File: src/rtl/sample_dma_writer_if.sv
// Sample FIFO read port plus SDRAM write channel for the sample DMA writer.
// master = DMA writer side, slave = FIFO/SDRAM controller side.
interface sample_dma_writer_if #(
   parameter int AW = 24,
   parameter int DW = 16
);
   logic          fifo_empty;
   logic          fifo_rd;
   logic [DW-1:0] fifo_data;
   logic [AW-1:0] awaddr;
   logic [DW-1:0] wdata;
   logic          wvalid;
   logic          wready;

   modport master (
      input  fifo_empty, fifo_data, wready,
      output fifo_rd, awaddr, wdata, wvalid
   );

   modport slave (
      output fifo_empty, fifo_data, wready,
      input  fifo_rd, awaddr, wdata, wvalid
   );
endinterface

File: src/rtl/sample_dma_writer.sv
// Drains the sample FIFO into a circular SDRAM ring, one word per ARM/FETCH/WRITE pass (>= 3 cycles/word).
// Holds the write in WRITE while wready is low; pauses FIFO reads while the ring is full (one slot kept free).
module sample_dma_writer #(
   parameter int AW = 24,
   parameter int DW = 16
) (
   input  logic               clk_48,
   input  logic               irst,
   input  logic               start,
   input  logic               stop,
   input  logic [AW-1:0]      cfg_base,
   input  logic [AW-1:0]      cfg_len,
   input  logic [AW-1:0]      rptr,
   sample_dma_writer_if.master bus,
   output logic [AW-1:0]      wptr,
   output logic               busy,
   output logic               full,
   output logic               overrun,
   output logic [31:0]        words
);
   typedef enum logic [1:0] {IDLE, ARM, FETCH, WRITE} state_t;

   state_t        state, state_nxt;
   logic          run;
   logic          clr_pend;
   logic [AW-1:0] base_q, len_q;
   logic [AW-1:0] wptr_inc;
   logic [AW-1:0] awaddr_q;
   logic [DW-1:0] wdata_q;
   logic          wvalid_q;
   logic          fifo_rd_c;
   logic          in_flight;
   logic          wr_done;
   logic          ovr_set;

   assign wptr_inc  = (wptr == len_q - AW'(1)) ? '0 : wptr + AW'(1);
   assign full      = (wptr_inc == rptr);
   assign in_flight = (state == FETCH) || (state == WRITE);
   assign wr_done   = (state == WRITE) && wvalid_q && bus.wready;
   assign ovr_set   = (state == ARM) && run && full && !bus.fifo_empty;
   assign busy      = run || (state != IDLE);

   assign bus.fifo_rd = fifo_rd_c;
   assign bus.awaddr  = awaddr_q;
   assign bus.wdata   = wdata_q;
   assign bus.wvalid  = wvalid_q;

   always_comb begin
      state_nxt = state;
      fifo_rd_c = 1'b0;
      case (state)
         IDLE:  if (start || run) state_nxt = ARM;
         ARM: begin
            // A start here only restarts the pointers; the FIFO is sampled again next cycle.
            if (start)                 state_nxt = ARM;
            else if (!run)             state_nxt = IDLE;
            else if (full)             state_nxt = ARM;
            else if (!bus.fifo_empty) begin
               fifo_rd_c = 1'b1;
               state_nxt = FETCH;
            end
         end
         FETCH: state_nxt = WRITE;
         WRITE: if (wr_done) state_nxt = ARM;
         default: state_nxt = IDLE;
      endcase
   end

   always_ff @(posedge clk_48 or posedge irst) begin
      if (irst) begin
         state    <= IDLE;
         run      <= 1'b0;
         clr_pend <= 1'b0;
         base_q   <= '0;
         len_q    <= '0;
         wptr     <= '0;
         words    <= '0;
         overrun  <= 1'b0;
         awaddr_q <= '0;
         wdata_q  <= '0;
         wvalid_q <= 1'b0;
      end else begin
         state <= state_nxt;

         if (start) begin
            base_q  <= cfg_base;
            len_q   <= cfg_len;
            run     <= 1'b1;
            overrun <= 1'b0;
         end else begin
            if (stop)    run     <= 1'b0;
            if (ovr_set) overrun <= 1'b1;
         end

         // base_q/wptr are read before any same-cycle start takes effect,
         // so an in-flight word keeps its original address.
         if (state == FETCH) begin
            wdata_q  <= bus.fifo_data;
            awaddr_q <= base_q + wptr;
            wvalid_q <= 1'b1;
         end

         if (wr_done) begin
            wvalid_q <= 1'b0;
            clr_pend <= 1'b0;
            if (clr_pend || start) begin
               wptr  <= '0;
               words <= '0;
            end else begin
               wptr  <= wptr_inc;
               words <= words + 32'd1;
            end
         end else if (start) begin
            if (in_flight) begin
               clr_pend <= 1'b1;
            end else begin
               wptr  <= '0;
               words <= '0;
            end
         end
      end
   end
endmodule
File: src/flat_wrapper.sv
// flat-port wrapper written by rule: the top's interface ports become plain ports
module sample_dma_writer_flat 
#(
   parameter int AW = 24,
   parameter int DW = 16
)
  (clk_48, irst, start, stop, cfg_base, cfg_len, rptr, wptr, busy, full, overrun, words, bus_fifo_empty, bus_fifo_data, bus_wready, bus_fifo_rd, bus_awaddr, bus_wdata, bus_wvalid);
  sample_dma_writer_if #(.AW(AW), .DW(DW)) bus_i ();
  input  logic clk_48;
  input  logic irst;
  input  logic start;
  input  logic stop;
  input  logic [AW-1:0] cfg_base;
  input  logic [AW-1:0] cfg_len;
  input  logic [AW-1:0] rptr;
  output logic [AW-1:0] wptr;
  output logic busy;
  output logic full;
  output logic overrun;
  output logic [31:0] words;
  input wire logic [$bits(bus_i.fifo_empty)-1:0] bus_fifo_empty;
  input wire logic [$bits(bus_i.fifo_data)-1:0] bus_fifo_data;
  input wire logic [$bits(bus_i.wready)-1:0] bus_wready;
  output wire logic [$bits(bus_i.fifo_rd)-1:0] bus_fifo_rd;
  output wire logic [$bits(bus_i.awaddr)-1:0] bus_awaddr;
  output wire logic [$bits(bus_i.wdata)-1:0] bus_wdata;
  output wire logic [$bits(bus_i.wvalid)-1:0] bus_wvalid;
  assign bus_i.fifo_empty = bus_fifo_empty;
  assign bus_i.fifo_data = bus_fifo_data;
  assign bus_i.wready = bus_wready;
  assign bus_fifo_rd = bus_i.fifo_rd;
  assign bus_awaddr = bus_i.awaddr;
  assign bus_wdata = bus_i.wdata;
  assign bus_wvalid = bus_i.wvalid;
  sample_dma_writer #(.AW(AW), .DW(DW)) u_core (.clk_48(clk_48), .irst(irst), .start(start), .stop(stop), .cfg_base(cfg_base), .cfg_len(cfg_len), .rptr(rptr), .bus(bus_i), .wptr(wptr), .busy(busy), .full(full), .overrun(overrun), .words(words));
endmodule
File: config.mk
export PLATFORM = sky130hd
export DESIGN_NAME = sample_dma_writer_flat
export DESIGN_NICKNAME = d
export VERILOG_FILES = /design/src/rtl/sample_dma_writer_if.sv /design/src/rtl/sample_dma_writer.sv /design/src/flat_wrapper.sv
export SDC_FILE = /design/constraint.sdc
export NUM_CORES = 1
export LEC_CHECK = 0
export ABC_CLOCK_PERIOD_IN_PS = 16800
export CAP_MARGIN = 30
export CORE_ASPECT_RATIO = 0.8
export CORE_MARGIN = 2
export CORE_UTILIZATION = 48
export DETAILED_ROUTE_END_ITERATION = 16
export PLACE_DENSITY_LB_ADDON = 0.25
export SYNTH_ARGS = -nofsm -noshare
export SYNTH_HDL_FRONTEND = slang
export SYNTH_SLANG_ARGS = --single-unit
File: constraint.sdc
create_clock -name clk_48 -period 16.8 [get_ports clk_48]
set_input_delay 4.2 -clock clk_48 [delete_from_list [all_inputs] [get_ports clk_48]]
set_output_delay 4.2 -clock clk_48 [all_outputs]
set_load 0.02 [all_outputs]
# == Word level (Yosys, flattened, before mapping) ==
# Cells that the tools add are included.
# word_totals
regBits,150
input_bits,94
out_inout_bits,101
wordCells,74
# classes
n_addsub,4
n_eq_ne,9
n_mux,30
n_reduce_logical,20
# ops
cell,n
32-bit two-way mux,4
24-bit two-way mux,5
24-bit == test,2
32-bit by 1-bit adder with 32-bit output (second input constant),1
24-bit by 1-bit adder with 24-bit output (second input constant),1
24-bit adder,1
24-bit by 1-bit subtractor with 24-bit output (second input constant),1
1-bit two-way mux,14
2-bit two-way mux,6
2-bit nonzero test,6
2-bit one-hot mux with 4 select lines,1
1-bit logical AND,5
5-bit by 4-bit inequality test with 1-bit output (second input constant),1
2-bit == test (second input constant),2
1-bit logical OR,4
2-bit by 1-bit inequality test with 1-bit output (second input constant),2
2-bit AND reduction,2
3-bit AND reduction,1
2-bit by 1-bit == test with 1-bit output (second input constant),1
2-bit zero test,1
2-bit inequality test (second input constant),1
1-bit zero test,1

# == Logic depth before layout (Yosys ltp) ==
# depth
depth_word,8
mapped_depth,17
mapped_depth_nobuf,15

# == Worst setup path before layout ==
# OpenSTA, ideal clock, no wires.
# synth_timing
path_type,input port to output port
start,input port rptr[13]
end,output port bus_fifo_rd
arrival_ns,5.837
t_required_ns,12.600
path_slack_ns,6.763
stages,6
path_buffers,0
cell_sequence,or4_1 o22a_1 o21ai_1 or4b_4 o31ai_4 nor2_1
# synth_between
elab_chain_cells,5
# synth_rtl
element,line_no,text
"start, declared",flat_wrapper.sv:15,input logic [AW-1:0] rptr;
24-bit == test,sample_dma_writer.sv:37,assign full = (wptr_inc == rptr);
1-bit two-way mux,sample_dma_writer.sv:57,else if (full) state_nxt = ARM;
1-bit two-way mux,sample_dma_writer.sv:56,else if (!run) state_nxt = IDLE;
1-bit two-way mux,sample_dma_writer.sv:55,if (start) state_nxt = ARM;
1-bit two-way mux,sample_dma_writer.sv:51,case (state)
"end, declared",flat_wrapper.sv:24,output wire logic [$bits(bus_i.fifo_rd)-1:0] bus_fifo_rd;
# No other way between the ends.

# == Worst setup path in the final report ==
# layout_timing
start,input port rptr[13]
end,output port full
# layout_between
elab_chain_cells,1
# layout_rtl
element,line_no,text
24-bit == test,sample_dma_writer.sv:37,
"end, declared",flat_wrapper.sv:18,output logic full;
# No other way between the ends.

==> flow_summary.rst <==
.. list-table::
   :header-rows: 1

   * - Metric
     - Value
   * - Port bufs
     - 194
   * - Register-to-Register Path Depth
     - 14
   * - GR peak layer
     - met2
   * - Area occupied by registers
     - 0.00375 mm²
   * - Number of nets produced by synthesis
     - 1092
   * - Area taken by multi-input logic gates
     - 0.00520 mm²
   * - Number of CTS-inserted buffers
     - 17
   * - Number of DRC markers after the initial detailed-route iteration
     - 704
   * - Initial antenna violation count
     - 2
   * - Crit Path Max Fanout
     - 4
   * - Layout Area Growth over Synthesis
     - 29.5%
   * - Prevailing post-synth register cell
     - sky130_fd_sc_hd__dfrtp_1
   * - Postcts setup bufs
     - 0
   * - Total net switching power
     - 0.000375 W
   * - Library cell used as clock root buffer
     - sky130_fd_sc_hd__clkbuf_16
   * - Worst hold path cell count
     - 2
   * - Count of pins over their slew limit
     - 0
   * - Fraction of power spent switching nets
     - 31.1%
   * - Height of the die
     - 128 µm
   * - Total routing resource utilization after global routing
     - 25.2%
   * - Ys Warns
     - 0
   * - Clock latency reported for the late side of the worst-skew pair
     - 0.43 ns
   * - Flop pwr share
     - 38.7%
   * - Total of max-cap violations
     - 0
   * - GR Layer Usage met3
     - 7.57%
   * - Global-route wire length before repair
     - 40700 µm
   * - Required time worst endpoint
     - 12.60 ns
   * - Sequential element share of the synthesized area
     - 40.7%
   * - Kind of path behind the tightest hold check
     - reg2reg
   * - Placement row count
     - 45
   * - Critical path class
     - in2out
   * - Internal power
     - 0.000832 W
   * - Post-DR vias/cell
     - 5.79
   * - Filler Cell Count
     - 1613
   * - Cell leakage power
     - 4.86 nW
   * - Pin count of the biggest net entering global routing
     - 80
   * - Met2 track demand over resource in global routing
     - 38.5%
   * - DRC violation count after routing
     - 0
   * - Overflow left after global routing
     - 0
   * - Portion of total power attributed to the clock network
     - 31.5%
   * - Synthesized netlist cell count
     - 967
   * - Post-Synthesis Mean Instance Area
     - 9.55 µm²
   * - Routed wire length per instance
     - 17.9 µm
   * - Hold buffers post-CTS
     - 0
   * - Hold Violations, Final
     - 0
   * - Clk pin slew, worst setup/hold paths
     - 0.06 ns
   * - Post-route clock period utilization
     - 67.0%
   * - Clk sinks
     - 150
   * - Number of H-tree levels
     - 4
   * - Number of ports placed on the die boundary
     - 195
   * - Horizontal extent of the die
     - 159 µm
   * - Maximum clock frequency
     - 0.0888 GHz
   * - Fraction of layout cells with a size suffix above 1
     - 12.1%
   * - Vias in the first global route
     - 7785
   * - Result of the run
     - finished clean
   * - Setup tns final
     - 0 ns
   * - FFs w/ async S/R, synth
     - 100%
   * - Remaining number of nets flagged by the antenna check after routing
     - 0
   * - Starting utilization of the core area
     - 48.8%
   * - Setup repair after global routing missed its margin
     - no
   * - Count of distinct cell types in the synthesized netlist
     - 75
   * - RD Place Congestion
     - 0.904
   * - Maximum ir drop on the vdd rail
     - 62.8 µV
   * - Cell area after synthesis
     - 0.00923 mm²
   * - Detail Placement HPWL
     - 18100 µm
   * - Max transition margin
     - 33.4%
   * - Final net count
     - 1264
   * - Routed wire length
     - 25300 µm
   * - Total die area
     - 0.0204 mm²
   * - Final setup violation count
     - 0
   * - Critical Path Start Type
     - primary input
   * - Number of search-and-repair iterations in the first detailed-routing pass
     - 5
   * - Met1 track utilization from global routing
     - 34.3%
   * - Power per unit of standard cell area
     - 101 mW/mm²
   * - Combinational share of power
     - 29.8%
   * - Final core utilization
     - 63.2%
   * - Final critical delay including setup and external delays
     - 11.26 ns
   * - Core Region
     - 0.0189 mm²
   * - CTS tree
     - done
   * - CTS max path bufs
     - 2
   * - Flops & latches, synth
     - 150
   * - Final clock skew
     - 0.0103 ns
   * - Data arrival, critical path
     - 7.06 ns
   * - # resized after CTS
     - 0
   * - Category of the worst setup path capture point
     - output pin
   * - Slew at the pin with the worst max-slew slack
     - 0.999 ns
   * - Number of vias in the routed layout
     - 8177
   * - Number of flops mapped to enable cells by yosys
     - 0
-- worst max-delay path, cell delays in order --
cell                              delay, ns
sky130_fd_sc_hd__clkdlybuf4s50_1       0.48
sky130_fd_sc_hd__xnor3_1               0.30
sky130_fd_sc_hd__nand2_1               0.06
sky130_fd_sc_hd__mux2i_1               0.17
sky130_fd_sc_hd__nand2_1               0.07
sky130_fd_sc_hd__a2bb2oi_1             0.14
sky130_fd_sc_hd__o21ai_1               0.16
sky130_fd_sc_hd__or4b_4                0.55
sky130_fd_sc_hd__nor3_2                0.28
sky130_fd_sc_hd__clkdlybuf4s50_1       0.66
-- through the flow --
step           hold WS (ns)  worst slack, ns  cell area (µm²)  power [W]  instances
2_1_floorplan         0.485             6.76             9230   0.000669        967
3_3_place_gp          0.462             5.62            11400   0.000825       1378
3_5_place_dp          0.467             5.56            11400   0.000835       1378
4_1_cts               0.483             5.56            11900    0.00122       1410
5_1_grt               0.518             5.41            12000    0.00126       1412
6_report              0.479             5.54            12000    0.00121       1412
-- registers in the layout (all words and copies together), names as in the netlist --
signal             cells
u_core.wptr           24
u_core.state           2
u_core.base_q         24
u_core.words          32
u_core.bus.awaddr     24
u_core.run             1
u_core.bus.wvalid      1
u_core.bus.wdata      16
u_core.len_q          24
u_core.overrun         1
u_core.clr_pend        1
-- layout by cell type, fill, tap and decap left out, types with 5 or more instances in the layout --
master	n
sky130_fd_sc_hd__a21oi_1	27
sky130_fd_sc_hd__a31oi_1	16
sky130_fd_sc_hd__buf_4	6
sky130_fd_sc_hd__clkdlybuf4s50_1	193
sky130_fd_sc_hd__mux2_2	76
sky130_fd_sc_hd__or3_1	6
sky130_fd_sc_hd__nor4_1	6
sky130_fd_sc_hd__nand2_1	79
sky130_fd_sc_hd__a21o_1	11
sky130_fd_sc_hd__and2_1	6
sky130_fd_sc_hd__ha_1	29
sky130_fd_sc_hd__dfrtp_1	150
sky130_fd_sc_hd__nor3_1	27
sky130_fd_sc_hd__inv_1	27
sky130_fd_sc_hd__xor2_1	37
sky130_fd_sc_hd__nand3b_1	5
sky130_fd_sc_hd__mux2i_1	5
sky130_fd_sc_hd__o211ai_1	5
sky130_fd_sc_hd__o31ai_1	7
sky130_fd_sc_hd__xnor2_1	52
sky130_fd_sc_hd__nor2_1	68
sky130_fd_sc_hd__nand4_1	14
sky130_fd_sc_hd__or2_2	6
sky130_fd_sc_hd__clkbuf_16	17
sky130_fd_sc_hd__nor4b_1	6
sky130_fd_sc_hd__or4_1	7
sky130_fd_sc_hd__o41ai_1	6
sky130_fd_sc_hd__nand2b_1	8
sky130_fd_sc_hd__and3_1	22
sky130_fd_sc_hd__nand3_1	43
sky130_fd_sc_hd__o21ai_0	95
sky130_fd_sc_hd__clkinv_2	6
-- logic make-up after synthesis --
group	share of synthesized area (%)
AND/OR/NAND/NOR	18.8
AO/OA/AOI/OAI	14.5
flip-flops	40.7
XOR/XNOR	8.69
multiplexers	9.81
buffers and inverters	3.27
adder cells (fa/ha/maj)	4.28
-- metal layers --
layer,vias to the layer above,routed length [µm]
met2,338,11100
met1,3941,11400
met5,-,15
met3,47,2200
li1,3849,-
met4,2,602
-- cell usage after synthesis, drive strengths merged (7+ instances only) --
cell type | count | area, µm²
xor2 | 37 | 324
nand3 | 44 | 233
nor4 | 9 | 83.8
nand2b | 8 | 50.1
and3 | 22 | 138
nand4 | 14 | 87.6
inv | 28 | 105
xnor2 | 52 | 455
mux2 | 76 | 856
buf | 11 | 61.3
a31oi | 16 | 100
nor2 | 68 | 255
a21oi | 28 | 140
nor3 | 30 | 166
nor4b | 7 | 67.6
clkbuf | 36 | 135
nand2 | 79 | 297
a21o | 11 | 82.6
o21ai | 100 | 500
o31ai | 8 | 73.8
or4 | 7 | 52.6
ha | 30 | 375
dfrtp | 150 | 3750
-- path summary, 6_finish.rpt --
kind | to | slack (ns) | startpoint
max in group asynchronous | u_core.wptr[20]$_DFFE_PP0P_ | 11.14 | irst
worst max register to register | u_core.state[1]$_DFFE_PP0P_ | 11.57 | u_core.len_q[0]$_DFFE_PP0P_
worst min register to register | u_core.bus.awaddr[16]$_DFFE_PP0P_ | 0.48 | u_core.bus.awaddr[16]$_DFFE_PP0P_
worst min-delay path | u_core.bus.awaddr[16]$_DFFE_PP0P_ | 0.48 | u_core.bus.awaddr[16]$_DFFE_PP0P_
min in group asynchronous | u_core.bus.wdata[0]$_DFFE_PP0P_ | 4.27 | irst
worst max-delay path | full | 5.54 | rptr[13]
-- layout make-up --
| cell class | instances | area share [%] |
|---|---|---|
| Sequential cell | 150 | 31.4 |
| Clock buffer | 19 | 3.79 |
| Antenna cell | 2 | 0.0419 |
| Clock inverter | 13 | 1.09 |
| Tap cell | 258 | 2.70 |
| Inverter | 28 | 0.921 |
| Multi-Input combinational cell | 742 | 43.5 |
| Timing Repair Buffer | 200 | 16.6 |
-- power groups by stage --
stage               clock network, W  logic [W]  registers [W]
floorplan                          0   0.000145       0.000524
global placement                   0   0.000355       0.000470
detailed placement                 0   0.000361       0.000474
CTS                         0.000385   0.000362       0.000467
global route                0.000402   0.000385       0.000475
finish                      0.000380   0.000360       0.000467
Power figures use the tool's default switching activity.
